--- src/rtl/threat_countdown_pkg.sv ---
// Purpose : shared types and helpers for the threat countdown block.
// Latency : n/a (package only).
// Backpressure: n/a.
// Contents: ts_state_t state enum, TS_W state width, popcount() helper.
package threat_pkg;

  localparam int TS_W = 2;

  typedef enum logic [TS_W-1:0] {
    TS_DISARMED = 2'd0,
    TS_WATCH    = 2'd1,
    TS_COUNT    = 2'd2,
    TS_DONE     = 2'd3
  } ts_state_t;

  // Sized for the widest supported channel count (16).
  function automatic logic [4:0] popcount(input logic [15:0] v);
    logic [4:0] n;
    n = '0;
    for (int i = 0; i < 16; i++) begin
      n = n + 5'(v[i]);
    end
    return n;
  endfunction

endpackage

--- src/rtl/threat_countdown_debounce.sv ---
// Purpose : one alarm channel: 2-flop synchroniser, tick-based debounce counter, clean level.
// Latency : 2 clk sync, then DEB_TICKS ticks of a stable changed level before clean follows.
// Backpressure: none; free-running on clk, advances only on tick.
// Ports   : clk, reset (sync, active-low), tick, raw (async switch), clean (debounced level).
module threat_debounce #(
  parameter int DEB_TICKS = 3
) (
  input  logic clk,
  input  logic reset,
  input  logic tick,
  input  logic raw,
  output logic clean
);

  localparam logic [3:0] DEB_LAST = 4'(DEB_TICKS - 1);

  logic       sync1;
  logic       sync2;
  logic [3:0] cnt;

  always_ff @(posedge clk) begin
    if (!reset) begin
      sync1 <= 1'b0;
      sync2 <= 1'b0;
      cnt   <= '0;
      clean <= 1'b0;
    end else begin
      sync1 <= raw;
      sync2 <= sync1;
      // Any cycle where the level agrees with clean restarts the run, so a
      // glitch must persist across DEB_TICKS consecutive ticks to get through.
      if (sync2 == clean) begin
        cnt <= '0;
      end else if (tick) begin
        if (cnt == DEB_LAST) begin
          clean <= ~clean;
          cnt   <= '0;
        end else begin
          cnt <= cnt + 4'd1;
        end
      end
    end
  end

endmodule

--- src/rtl/threat_countdown.sv ---
// Purpose : K-of-N debounced alarm vote driving a thermometer LED bar countdown; done when full.
// Latency : clean->vote 1 clk, vote->state 1 clk; one bar step per STEP_TICKS ticks in COUNT.
// Backpressure: none; tick is a single-cycle enable, outputs are plain levels.
// Ports   : clk, reset (sync, active-low), tick, arm, sw[N_CH] -> clean[N_CH], state[2], led[BAR_W], done.
// Option  : THREAT_COUNTDOWN_BLINK_EN adds a blinking bar in COUNT and a steady full bar in DONE.
module threat_countdown
  import threat_pkg::*;
#(
  parameter int N_CH        = 3,
  parameter int K_MIN       = 2,
  parameter int DEB_TICKS   = 3,
  parameter int STEP_TICKS  = 100,
  parameter int BAR_W       = 8,
  parameter int BLINK_TICKS = 33
) (
  input  logic              clk,
  input  logic              reset,
  input  logic              tick,
  input  logic              arm,
  input  logic [N_CH-1:0]   sw,
  output logic [N_CH-1:0]   clean,
  output logic [TS_W-1:0]   state,
  output logic [BAR_W-1:0]  led,
  output logic              done
);

  if (N_CH < 1 || N_CH > 16)             $error("N_CH out of range");
  if (K_MIN < 1 || K_MIN > N_CH)         $error("K_MIN out of range");
  if (DEB_TICKS < 1 || DEB_TICKS > 15)   $error("DEB_TICKS out of range");
  if (STEP_TICKS < 1 || STEP_TICKS > 1023) $error("STEP_TICKS out of range");
  if (BAR_W < 2 || BAR_W > 32)           $error("BAR_W out of range");
  if (BLINK_TICKS < 1 || BLINK_TICKS > 1023) $error("BLINK_TICKS out of range");

  localparam logic [9:0] STEP_LAST = 10'(STEP_TICKS - 1);

  for (genvar g = 0; g < N_CH; g++) begin : g_deb
    threat_debounce #(.DEB_TICKS(DEB_TICKS)) u_deb (
      .clk  (clk),
      .reset(reset),
      .tick (tick),
      .raw  (sw[g]),
      .clean(clean[g])
    );
  end

  logic vote;
  always_ff @(posedge clk) begin
    if (!reset) vote <= 1'b0;
    else        vote <= (popcount(16'(clean)) >= 5'(K_MIN));
  end

  ts_state_t        state_q, state_n;
  logic [BAR_W-1:0] bar_q, bar_n;
  logic [9:0]       step_q, step_n;

  always_comb begin
    state_n = state_q;
    bar_n   = bar_q;
    step_n  = step_q;
    if (!arm) begin
      state_n = TS_DISARMED;
      bar_n   = '0;
      step_n  = '0;
    end else begin
      unique case (state_q)
        TS_DISARMED: begin
          state_n = TS_WATCH;
          bar_n   = '0;
          step_n  = '0;
        end
        TS_WATCH: begin
          bar_n  = '0;
          step_n = '0;
          if (vote) state_n = TS_COUNT;
        end
        TS_COUNT: begin
          // Vote loss wins over a coincident step tick.
          if (!vote) begin
            state_n = TS_WATCH;
            bar_n   = '0;
            step_n  = '0;
          end else if (tick) begin
            if (step_q == STEP_LAST) begin
              bar_n  = {bar_q[BAR_W-2:0], 1'b1};
              step_n = '0;
              if (&bar_n) state_n = TS_DONE;
            end else begin
              step_n = step_q + 10'd1;
            end
          end
        end
        TS_DONE: begin
          state_n = TS_DONE;
        end
        default: begin
          state_n = TS_DISARMED;
        end
      endcase
    end
  end

  always_ff @(posedge clk) begin
    if (!reset) begin
      state_q <= TS_DISARMED;
      bar_q   <= '0;
      step_q  <= '0;
      done    <= 1'b0;
    end else begin
      state_q <= state_n;
      bar_q   <= bar_n;
      step_q  <= step_n;
      // Taken from the next state so done rises and clears with state itself.
      done    <= (state_n == TS_DONE);
    end
  end

  assign state = state_q;

`ifdef THREAT_COUNTDOWN_BLINK_EN
  localparam logic [9:0] BLINK_LAST = 10'(BLINK_TICKS - 1);

  logic       phase_q;
  logic [9:0] blink_q;

  // Blink timing only runs while staying in COUNT; any other cycle re-primes
  // it so every entry to COUNT starts with the bar visible.
  always_ff @(posedge clk) begin
    if (!reset) begin
      phase_q <= 1'b1;
      blink_q <= '0;
    end else if (state_q == TS_COUNT && state_n == TS_COUNT) begin
      if (tick) begin
        if (blink_q == BLINK_LAST) begin
          phase_q <= ~phase_q;
          blink_q <= '0;
        end else begin
          blink_q <= blink_q + 10'd1;
        end
      end
    end else begin
      phase_q <= 1'b1;
      blink_q <= '0;
    end
  end

  always_comb begin
    led = '0;
    if (state_q == TS_COUNT)     led = bar_q & {BAR_W{phase_q}};
    else if (state_q == TS_DONE) led = '1;
  end
`else
  assign led = bar_q;
`endif

endmodule

--- config.mk ---
export PLATFORM = sky130hd
export DESIGN_NAME = threat_countdown
export DESIGN_NICKNAME = d
export VERILOG_FILES = /design/src/rtl/threat_countdown_pkg.sv /design/src/rtl/threat_countdown_debounce.sv /design/src/rtl/threat_countdown.sv
export SDC_FILE = /design/constraint.sdc
export NUM_CORES = 1
export LEC_CHECK = 0
export CAP_MARGIN = 20
export CORE_UTILIZATION = 49
export DETAILED_ROUTE_END_ITERATION = 6
export GPL_ROUTABILITY_DRIVEN = 0
export PLACE_DENSITY = 0.74
export SETUP_SLACK_MARGIN = 0.4
export SYNTH_ARGS = -nofsm -noshare
export SYNTH_HDL_FRONTEND = slang
export SYNTH_HIERARCHICAL = 1
export SYNTH_SLANG_ARGS = --single-unit
--- constraint.sdc ---
create_clock -name clk -period 1.62 [get_ports clk]
set_clock_uncertainty 0.1 [all_clocks]
set_input_delay 0.162 -clock clk [delete_from_list [all_inputs] [get_ports clk]]
set_output_delay 0.162 -clock clk [all_outputs]
set_load 0.005 [all_outputs]
==> results of run 1 <==
per-stage QoR:
stage          std cells  setup WS [ns]
4_1_cts              294         0.0732
6_report             297         0.0694
3_3_place_gp         268         -0.177
2_1_floorplan        195          0.181
5_1_grt              297         0.0323
3_5_place_dp         268         -0.243
state kept, by name (all words and copies together) (netlist names):
signal,count
done,1
g_deb.u_deb/clean,3
g_deb.u_deb/cnt,12
g_deb.u_deb/sync1,3
g_deb.u_deb/sync2,3
led,8
state,2
step_q,10
vote,1
layout make-up:
cell class                 instances  share of cell area, %
clock buffer                       6                   2.77
multi-input combinational        145                   42.2
clock inverter                     2                  0.477
timing repair buffer              51                   17.5
inverter                           2                  0.286
tap                               48                   2.29
sequential                        43                   34.5
cells in the final DEF, fill, tap and decap left out, drive strengths merged, types with 3 or more instances in the layout:
cell           synthesis  final
dfxtp                 43     43
buf                    5     30
nand2                 18     18
a21oi                 17     17
dlygate4sd2            0     13
xor2                  10     10
nor2                   9      9
o21ai                  8      8
nand3                  8      8
and2                   7      7
or3                    7      7
clkbuf                 0      7
a22o                   6      6
nand4                  6      6
mux2i                  4      4
clkdlybuf4s50          0      4
o21bai                 3      3
or3b                   3      3
nand3b                 3      3
nand2b                 3      3
dlymetal6s2s           0      3
nor3b                  3      3
a311oi                 3      3
and3                   3      3
power by group:
| part | internal, mW | switching [mW] |
|---|---|---|
| registers | 1.06 | 0.00857 |
| logic | 0.0349 | 0.0340 |
| clock network | 0.301 | 0.366 |
| total | 1.40 | 0.409 |
critical path, stage by stage (launching register included):
cell       delay, ns
dfxtp_2         0.35
ha_4            0.16
nor4b_4         0.21
and3_4          0.26
o22a_4          0.17
clkbuf_16       0.14
a21oi_2         0.03
logic make-up (layout without fill, tap and decap cells):
kind of cell / count (synthesis) / after routing / share of synthesized area, %
buffers and inverters: 7 / 61 / 2.21
AND/OR/NAND/NOR: 81 / 81 / 26.0
flip-flops: 43 / 43 / 46.2
XOR/XNOR: 11 / 11 / 5.17
adder cells (fa/ha/maj): 2 / 2 / 1.34
multiplexers: 4 / 4 / 2.15
AO/OA/AOI/OAI: 47 / 47 / 16.9
worst max path at each step:
| stage | from | slack [ns] | endpoint | cells past startpoint |
|---|---|---|---|---|
| after floorplan | step_q[1] | 0.18 | step_q[6] | 5 |
| after global placement | tick | -0.18 | step_q[7] | 5 |
| after detailed placement | tick | -0.24 | step_q[3] | 5 |
| after CTS | step_q[1] | 0.07 | step_q[3] | 6 |
| after global routing | step_q[1] | 0.03 | step_q[6] | 5 |
| final | step_q[1] | 0.07 | step_q[4] | 6 |
metal layers:
metal,global-route usage (%),routed length [um],vias to the layer above
li1,-,-,811
met1,27.8,2010,821
met2,40.4,2290,37
met3,7.25,185,4
met4,10.8,31,0
met5,0,0,-
what timing repair did:
action / in CTS / in global routing
cloned: 0 / 1
gates resized for setup: 39 / 19
buffers inserted: 18 / 2
setup endpoints to repair: 45 / 29
pin swaps: 6 / 11
==> results.py, run 1 <==
metrics = {
    "status": {
        "status": "finished clean",
    },
    "grt": {
        "antenna_found_initial": 0,
        "overflow": 0,
        "grt_pass1_wl_um": 7450,
        "grt_usage_pct": 24.1,
        "grt_max_degree": 22,
        "grt_pass1_vias": 1686,
    },
    "synthesis": {
        "synth.largest_area_cell": "dfxtp_1",
        "ys_seq_area_share_pct": 46.2,
        "yosysWarnings": 6,
        "ys_ff_latch": 43,
        "synthTopCellsByCount": "43 x dfxtp_1, 18 x nand2_1, 17 x a21oi_1, 10 x xor2_1, 9 x nor2_1",
        "ys_types": 49,
        "async_reset_ff_share_pct": 0,
        "synth-edff-count": 0,
        "synth_nets": 204,
        "post-synth-top-count-cell": "dfxtp_1",
        "postSynthAreaPerCell_um2": 9.56,
        "syn-instance-count": 195,
        "synth_top_cell_area_share_pct": 46.2,
        "synth.area.top_cells": "dfxtp_1 46%, xor2_1 4.7%, a21oi_1 4.6%, nand2_1 3.6%, a22o_1 2.8%",
        "syn_area_um2": 1860,
        "synth_ff_type": "dfxtp_1",
    },
    "clock_network": {
        "clkTransAtPathRegs_ns": 0.08,
        "holdBufCountCts": 0,
        "cts_tree": "done",
        "numCtsBuffers": 5,
        "cts_sinks": 43,
        "root_buffer": "clkbuf_8",
        "cts_max_level": 2,
        "clock_latency_ns": 0.30,
        "ctsLongestPathBuffers": 2,
    },
    "power_and_ir_drop": {
        "power.density_nw_per_um2": 688,
        "leakagePower_nw": 1.04,
        "ir_worst_vdd_mv": 0.612,
        "totalPowerFinal_mw": 1.80,
    },
    "route": {
        "drcViolationCount": 0,
        "ant_nets": 0,
        "num_vias": 1673,
        "routed_wirelength_um": 4520,
        "drt_iter0_drc": 88,
        "dr.pass1.iters": 6,
        "detail_route.vias_per_cell": 5.63,
        "wl_per_cell_um": 15.2,
    },
    "min_path": {
        "worstHoldPathCells": 4,
        "whs_endpoint": "g_deb[1].u_deb/clean",
        "holdCritStartpoint": "reset",
        "min_path_type": "input port to register",
    },
    "worst_setup_path": {
        "crit_type": "register to register",
        "worstSetupStartpointType": "register",
        "cp_data_arrival_time_ns": 1.64,
        "r2r_start": "step_q[1]",
        "critPathRequiredTime_ns": 1.71,
        "critPathMaxFanout": 4,
        "worstSetupEndpointType": "register",
        "timing.rr.end": "step_q[4]",
        "ff2ff_setup_slack_ns": 0.07,
        "ff2ff_path_depth": 6,
    },
    "timing": {
        "fmaxAchievable_ghz": 0.645,
        "rsz0062_at_grt": "true",
        "maxSlewHeadroom_pct": 78.2,
        "hold_viol_final": 0,
        "min_period_ns": 1.55,
        "holdWs_ns": 0.291,
        "drv_slew": 0,
        "setup_viol": 0,
        "tns_ns": 0,
        "fin_crit_sh_pct": 95.7,
        "tightestPinTransition_ns": 0.323,
    },
    "floorplanning": {
        "core_area_um2": 3660,
        "start_util_pct": 50.9,
        "fp.dieH_um": 63.7,
        "die-area_um2": 4060,
        "num_rows": 22,
        "pin_count": 21,
        "die_w_um": 63.7,
    },
    "layout": {
        "nets": 257,
        "register_area_um2": 906,
        "multi_input_area_um2": 1110,
        "design_area_um2": 2620,
        "fin_util_pct": 71.6,
        "diodes": 0,
        "drive_gt1_share_pct": 40.6,
        "fillers": 264,
        "syn2layout_area_growth_pct": 40.7,
    },
    "flow_run": {
        "cap_violations": 0,
    },
    "placed_design": {
        "hpwl_um": 2890,
        "port_buffers": 20,
        "placed_area_um2": 2260,
    },
}
(Power assumes the default switching activity.)
==> run 2, diff against run 1 <==
--- a/config.mk
+++ b/config.mk
@@ -8,4 +8,5 @@
 export CAP_MARGIN = 20
 export CORE_UTILIZATION = 49
+export CTS_CLUSTER_DIAMETER = 120
 export DETAILED_ROUTE_END_ITERATION = 6
 export GPL_ROUTABILITY_DRIVEN = 0
==> constraint.sdc (replaced) <==
create_clock -name clk -period 1.62 [get_ports clk]
set_clock_uncertainty 0.1 [all_clocks]
set_input_delay 0.162 -clock clk [delete_from_list [all_inputs] [get_ports clk]]
set_output_delay 0.162 -clock clk [all_outputs]
set_load 0.01 [all_outputs]
==> run 2 against run 1 <==
Against the previous run:
- count of clock-buffer cells in the layout is 1 higher
- die area stayed put
- largest power group unchanged
- global-route usage is 1.4 points lower
- critical endpoint is now step_q[7]
- flip-flop and latch count stayed put
- worst hold slack better by 0.049 ns
- sequential power hardly changed
- via count is 0.84% lower
- sequential share of layout area is 0.87 points higher
- combinational power is 2% lower
==> results.py, run 2 (synthesized netlist as in run 1, its figures left out) <==
metrics = {
    "worst_setup_path": {
        "worstSetupStartpointType": "register",
        "critPathRequiredTime_ns": 1.74,
        "crit_type": "register to register",
        "path_buf_inv": 1,
        "critPathMaxFanout": 4,
        "worstSetupStartpoint": "step_q[0]",
        "r2r_start": "step_q[0]",
        "cpPeakStageDelay_ns": 0.44,
        "cp_data_arrival_time_ns": 1.73,
        "critPathTopFamily": "simple AND/OR/NAND/NOR gates",
        "crit_slowest_cell": "or4_1",
        "worstSetupEndpointType": "register",
        "path_cells": "buf_4 > nand3_2 > or2_1 > or4_1 > a21oi_2",
    },
    "clock_network": {
        "clock_latency_ns": 0.29,
        "numCtsBuffers": 5,
        "root_buffer": "clkbuf_8",
        "holdBufCountCts": 0,
        "ctsLongestPathBuffers": 2,
        "clkTransAtPathRegs_ns": 0.08,
        "cts_sinks": 43,
        "cts_tree": "done",
        "cts_max_level": 2,
    },
    "layout": {
        "diodes": 0,
        "nets": 251,
        "largest_reg_flops": 12,
        "top_register": "g_deb.u_deb/cnt",
        "drive_gt1_share_pct": 37.9,
        "syn2layout_area_growth_pct": 35.5,
        "final_common_cell": "dfxtp_2",
        "fin_util_pct": 69.0,
        "mostFrequentLayoutCells": "21 x dfxtp_2, 20 x dfxtp_1, 20 x buf_4, 17 x nand2_1, 10 x xor2_1",
        "fillers": 286,
        "design_area_um2": 2530,
    },
    "timing": {
        "fin_crit_sh_pct": 99.0,
        "rsz0062_at_grt": "true",
        "setup_viol": 0,
        "min_period_ns": 1.60,
        "tns_ns": 0,
        "fmaxAchievable_ghz": 0.624,
        "maxSlewHeadroom_pct": 79.0,
        "layout_setup_ws_ns": 0.0162,
        "tightestPinTransition_ns": 0.312,
        "drv_slew": 0,
        "hold_viol_final": 0,
    },
    "route": {
        "drcViolationCount": 0,
        "ant_nets": 0,
        "dr.pass1.iters": 4,
        "num_vias": 1659,
        "detail_route.vias_per_cell": 5.70,
        "wl_per_cell_um": 14.9,
        "routed_wirelength_um": 4340,
        "drt_iter0_drc": 121,
    },
    "placed_design": {
        "place_ws_ns": -0.217,
        "port_buffers": 20,
        "hpwl_um": 2900,
        "placed_area_um2": 2270,
    },
    "floorplanning": {
        "die-area_um2": 4060,
        "die_w_um": 63.7,
        "core_area_um2": 3660,
        "fp.dieH_um": 63.7,
        "start_util_pct": 50.9,
        "num_rows": 22,
        "pin_count": 21,
    },
    "power_and_ir_drop": {
        "totalPowerFinal_mw": 1.78,
        "combinationalPowerShare_pct": 3.8,
        "p_int_mw": 1.40,
        "switching_share_pct": 21.5,
        "power.density_nw_per_um2": 706,
        "ir_worst_vdd_mv": 0.494,
        "p_sw_uw": 384,
        "p_seq_share_pct": 60.0,
        "clkPwrFrac_pct": 36.2,
        "leakagePower_nw": 0.936,
    },
    "grt": {
        "antenna_found_initial": 0,
        "grt_pass1_wl_um": 7120,
        "grt_usage_pct": 22.7,
        "grt_max_degree": 22,
        "overflow": 0,
        "grt_pass1_vias": 1580,
    },
    "flow_run": {
        "cap_violations": 0,
    },
    "min_path": {
        "holdCritStartpoint": "g_deb[0].u_deb/sync1",
        "min_path_type": "register to register",
    },
    "status": {
        "status": "finished clean",
    },
}
==> run 2: cell count changes in the layout (fill, tap and decap cells not counted), moves of 2 or more <==
cell,delta
buf_6,+2
dlymetal6s2s_1,-3
clkdlybuf4s15_1,+4
dfxtp_1,+5
dfxtp_2,-3
dlygate4sd2_1,-6
dfxtp_4,-2
buf_4,-8
clkbuf_2,+4
==> run 2: power groups by stage <==
stage          Combinational [mW]  Sequential (mW)  Clock, mW
3_3_place_gp               0.0596             1.10          0
5_1_grt                    0.0739             1.07      0.698
3_5_place_dp               0.0622             1.10          0
6_report                   0.0672             1.07      0.645
2_1_floorplan              0.0252             1.10          0
4_1_cts                    0.0615             1.07      0.662
==> run 2: final timing paths <==
kind                          end  slack [ns]  cells after the start
max reg2reg             step_q[7]        0.02                      5
max                     step_q[7]        0.02                      5
min          g_deb[0].u_deb/sync2        0.34                      1
min reg2reg  g_deb[0].u_deb/sync2        0.34                      1
==> run 2: repair_timing <==
item / CTS / global route
setup buffers: 10 / 3
setup endpoints to repair: 45 / 34
gates resized for setup: 36 / 29
cloned: 0 / 1
pin swaps: 8 / 10
==> run 2: metal layers <==
| metal | wire length (um) | share of wire [%] | global-route usage (%) | up-vias |
|---|---|---|---|---|
| met4 | 51 | 1.2 | 7.39 | 0 |
| li1 | - | - | - | 805 |
| met3 | 203 | 4.7 | 5.80 | 7 |
| met5 | 0 | 0 | 0 | - |
| met1 | 1830 | 42 | 26.8 | 797 |
| met2 | 2260 | 52 | 39.5 | 50 |
==> run 2: area by class of cell <==
type	count	area, um^2	share of cell area [%]
clock inverters	1	5.00	0.198
flip-flops and latches	43	895	35.4
inverters	2	7.51	0.297
multi-input cells	145	1090	43.0
well taps	48	60.1	2.38
repair buffers	45	395	15.7
clock buffers	7	76.3	3.02
==> run 2: through the flow <==
step / cells / hold WS, ns
6_report: 291 / 0.340
5_1_grt: 291 / 0.356
4_1_cts: 287 / 0.347
3_5_place_dp: 269 / 0.328
3_3_place_gp: 269 / 0.319
2_1_floorplan: 195 / 0.164
==> run 3, diff against run 2 <==
Settings changed: ABC_AREA set to 1, CORE_UTILIZATION 49 to 50.
==> run 3 against run 2 <==
Against the previous run:
- combinational power grew 26%
- largest cell class unchanged
- worst hold slack lost 0.043 ns
- area after synthesis grew 8.8%
- sequential share of layout area shrank 1.8 points
- maximum frequency grew 17%
- sequential power is essentially flat
- synthesized cell count grew 41%
- total power grew 5.5%
- via count grew 9.8%
- register-to-register slack gained 0.23 ns
- wire length shrank 1.9%
- clock power grew 14%
==> results.py, run 3 <==
metrics = {
    "status": {
        "status": "finished clean",
    },
    "timing": {
        "tightestPinTransition_ns": 0.312,
        "fmaxAchievable_ghz": 0.729,
        "hold_viol_final": 0,
        "setup_viol": 0,
        "tns_ns": 0,
        "fin_crit_sh_pct": 84.6,
        "layout_setup_ws_ns": 0.249,
        "rsz0062_at_grt": "true",
        "min_period_ns": 1.37,
        "holdWs_ns": 0.297,
        "maxSlewHeadroom_pct": 79.2,
        "drv_slew": 0,
    },
    "layout": {
        "nets": 325,
        "final_common_cell": "nand2_1",
        "top_register": "g_deb.u_deb/cnt",
        "syn2layout_area_growth_pct": 31.2,
        "design_area_um2": 2660,
        "largest_reg_flops": 12,
        "final_cell_count_no_fill": 365,
        "fillers": 307,
        "drive_gt1_share_pct": 33.4,
        "mostFrequentLayoutCells": "53 x nand2_1, 38 x inv_1, 24 x dfxtp_1, 23 x nor2_1, 16 x nand3_1",
        "diodes": 0,
        "fin_util_pct": 70.6,
    },
    "worst_setup_path": {
        "crit_slowest_cell": "dfxtp_4",
        "cpPeakStageDelay_ns": 0.37,
        "path_depth": 9,
        "worstSetupStartpointType": "register",
        "ff2ff_setup_slack_ns": 0.25,
        "cp_data_arrival_time_ns": 1.51,
        "timing.rr.end": "step_q[8]",
        "path_cells": "ha_4 > nand2_4 > inv_2 > nand3b_1 > nor2_2 > nand3_1 > nand2_1 > nand2_1 > nor2_2",
        "worstSetupEndpointType": "register",
        "ff2ff_path_depth": 9,
        "critPathMaxFanout": 3,
        "critPathTopFamily": "simple AND/OR/NAND/NOR gates",
        "r2r_start": "step_q[1]",
        "path_buf_inv": 1,
        "critPathRequiredTime_ns": 1.76,
        "crit_type": "register to register",
    },
    "synthesis": {
        "yosysWarnings": 6,
        "synth_nets": 283,
        "synth_ff_type": "dfxtp_1",
        "ys_types": 29,
        "postSynthAreaPerCell_um2": 7.40,
        "syn_area_um2": 2030,
        "post-synth-top-count-cell": "nand2_1",
        "async_reset_ff_share_pct": 0,
        "ys_seq_area_share_pct": 42.4,
        "synth.area.top_cells": "dfxtp_1 42%, nand2_1 10%, inv_1 7.4%, nor2_1 5.7%, nand3_1 5.4%",
        "synth.largest_area_cell": "dfxtp_1",
        "synth_top_cell_area_share_pct": 42.4,
        "syn-instance-count": 274,
        "synthTopCellsByCount": "56 x nand2_1, 43 x dfxtp_1, 40 x inv_1, 31 x nor2_1, 22 x nand3_1",
        "synth-edff-count": 0,
        "ys_ff_latch": 43,
    },
    "route": {
        "drcViolationCount": 0,
        "wl_per_cell_um": 11.7,
        "routed_wirelength_um": 4260,
        "num_vias": 1822,
        "drt_iter0_drc": 96,
        "ant_nets": 0,
        "detail_route.vias_per_cell": 4.99,
        "dr.pass1.iters": 4,
    },
    "clock_network": {
        "ctsLongestPathBuffers": 2,
        "clock_latency_ns": 0.29,
        "cts_max_level": 2,
        "root_buffer": "clkbuf_8",
        "cts_tree": "done",
        "cts_sinks": 43,
        "numCtsBuffers": 5,
        "clkTransAtPathRegs_ns": 0.08,
    },
    "placed_design": {
        "place_ws_ns": 0.0450,
        "hpwl_um": 2900,
        "port_buffers": 20,
        "placed_area_um2": 2370,
        "placed_cells": 345,
    },
    "grt": {
        "overflow": 0,
        "antenna_found_initial": 0,
        "grt_usage_pct": 21.7,
        "grt_pass1_wl_um": 7120,
        "grt_max_degree": 15,
        "grt_pass1_vias": 1682,
    },
    "floorplanning": {
        "start_util_pct": 53.8,
        "die_w_um": 65.7,
        "die-area_um2": 4320,
        "pin_count": 21,
        "num_rows": 22,
        "fp.dieH_um": 65.7,
        "core_area_um2": 3770,
    },
    "power_and_ir_drop": {
        "leakagePower_nw": 1.07,
        "ir_worst_vdd_mv": 0.474,
        "power.density_nw_per_um2": 707,
        "totalPowerFinal_mw": 1.88,
    },
    "min_path": {
        "min_path_type": "input port to register",
        "whs_endpoint": "g_deb[1].u_deb/sync1",
        "holdCritStartpoint": "sw[1]",
        "worstHoldPathCells": 3,
    },
    "flow_run": {
        "cap_violations": 0,
    },
}
run 3: cell count changes after synthesis, moves of 7 or more:
cell     before  now
a21oi_1      17    7
and2_1        7    0
inv_1         2   40
inv_2         0    9
nand2_1      18   56
nand2_2       0    7
nand3_1       7   22
nor2_1        9   31
nor2_2        0    9
xor2_1       10    3
run 3: per-layer routing:
| layer | wire, um | up-vias | global-route usage (%) |
|---|---|---|---|
| li1 | - | 953 | - |
| met1 | 1970 | 830 | 26.5 |
| met2 | 2050 | 27 | 35.7 |
| met3 | 125 | 12 | 5.56 |
| met4 | 111 | 0 | 8.97 |
| met5 | 0 | - | 0 |
run 3: area by class of cell:
cell class                 count  area, um^2  share of cell area, %
sequential                    43         895                   33.6
timing repair buffer          34         300                   11.3
inverter                      50         193                   7.24
tap                           48        60.1                   2.26
clock buffer                   8         100                   3.76
multi-input combinational    182        1110                   41.8
run 3: timing repair:
item | CTS | global route
resized for setup | 36 | 31
setup endpoints to repair | 43 | 45
buffers inserted | 6 | 3
hold buffers | 0 | 0
cloned | 1 | 2
pin swaps | 9 | 10
run 3: worst max-delay path by stage:
stage	endpoint	startpoint
floorplan	step_q[3]	state[1]
global placement	g_deb[2].u_deb/cnt[3]	tick
detailed placement	step_q[5]	tick
finish	step_q[8]	step_q[1]
CTS	step_q[5]	step_q[0]
global route	step_q[8]	step_q[1]
run 3: cells by family (layout without fill, tap and decap cells):
logic type	after synthesis	in the layout	synth area share [%]
buffers and inverters	51	92	9.75
adder cells (fa/ha/maj)	2	2	1.23
AO/OA/AOI/OAI	28	28	8.82
XOR/XNOR	3	3	1.30
multiplexers	1	1	0.494
AND/OR/NAND/NOR	146	148	36.0
flip-flops	43	43	42.4
run 3: worst reg2reg max path: stages (launching register included):
cell and delay (ns):
dfxtp_4 0.37, ha_4 0.17, nand2_4 0.06, inv_2 0.06, nand3b_1 0.11, nor2_2 0.17, nand3_1 0.09, nand2_1 0.06
nand2_1 0.05, nor2_2 0.09
run 3: power breakdown:
group / switching [mW] / total (mW) / internal, mW
Sequential: 0.00609 / 1.07 / 1.06
Combinational: 0.0464 / 0.0845 / 0.0381
Clock: 0.344 / 0.733 / 0.389
Total: 0.397 / 1.88 / 1.49
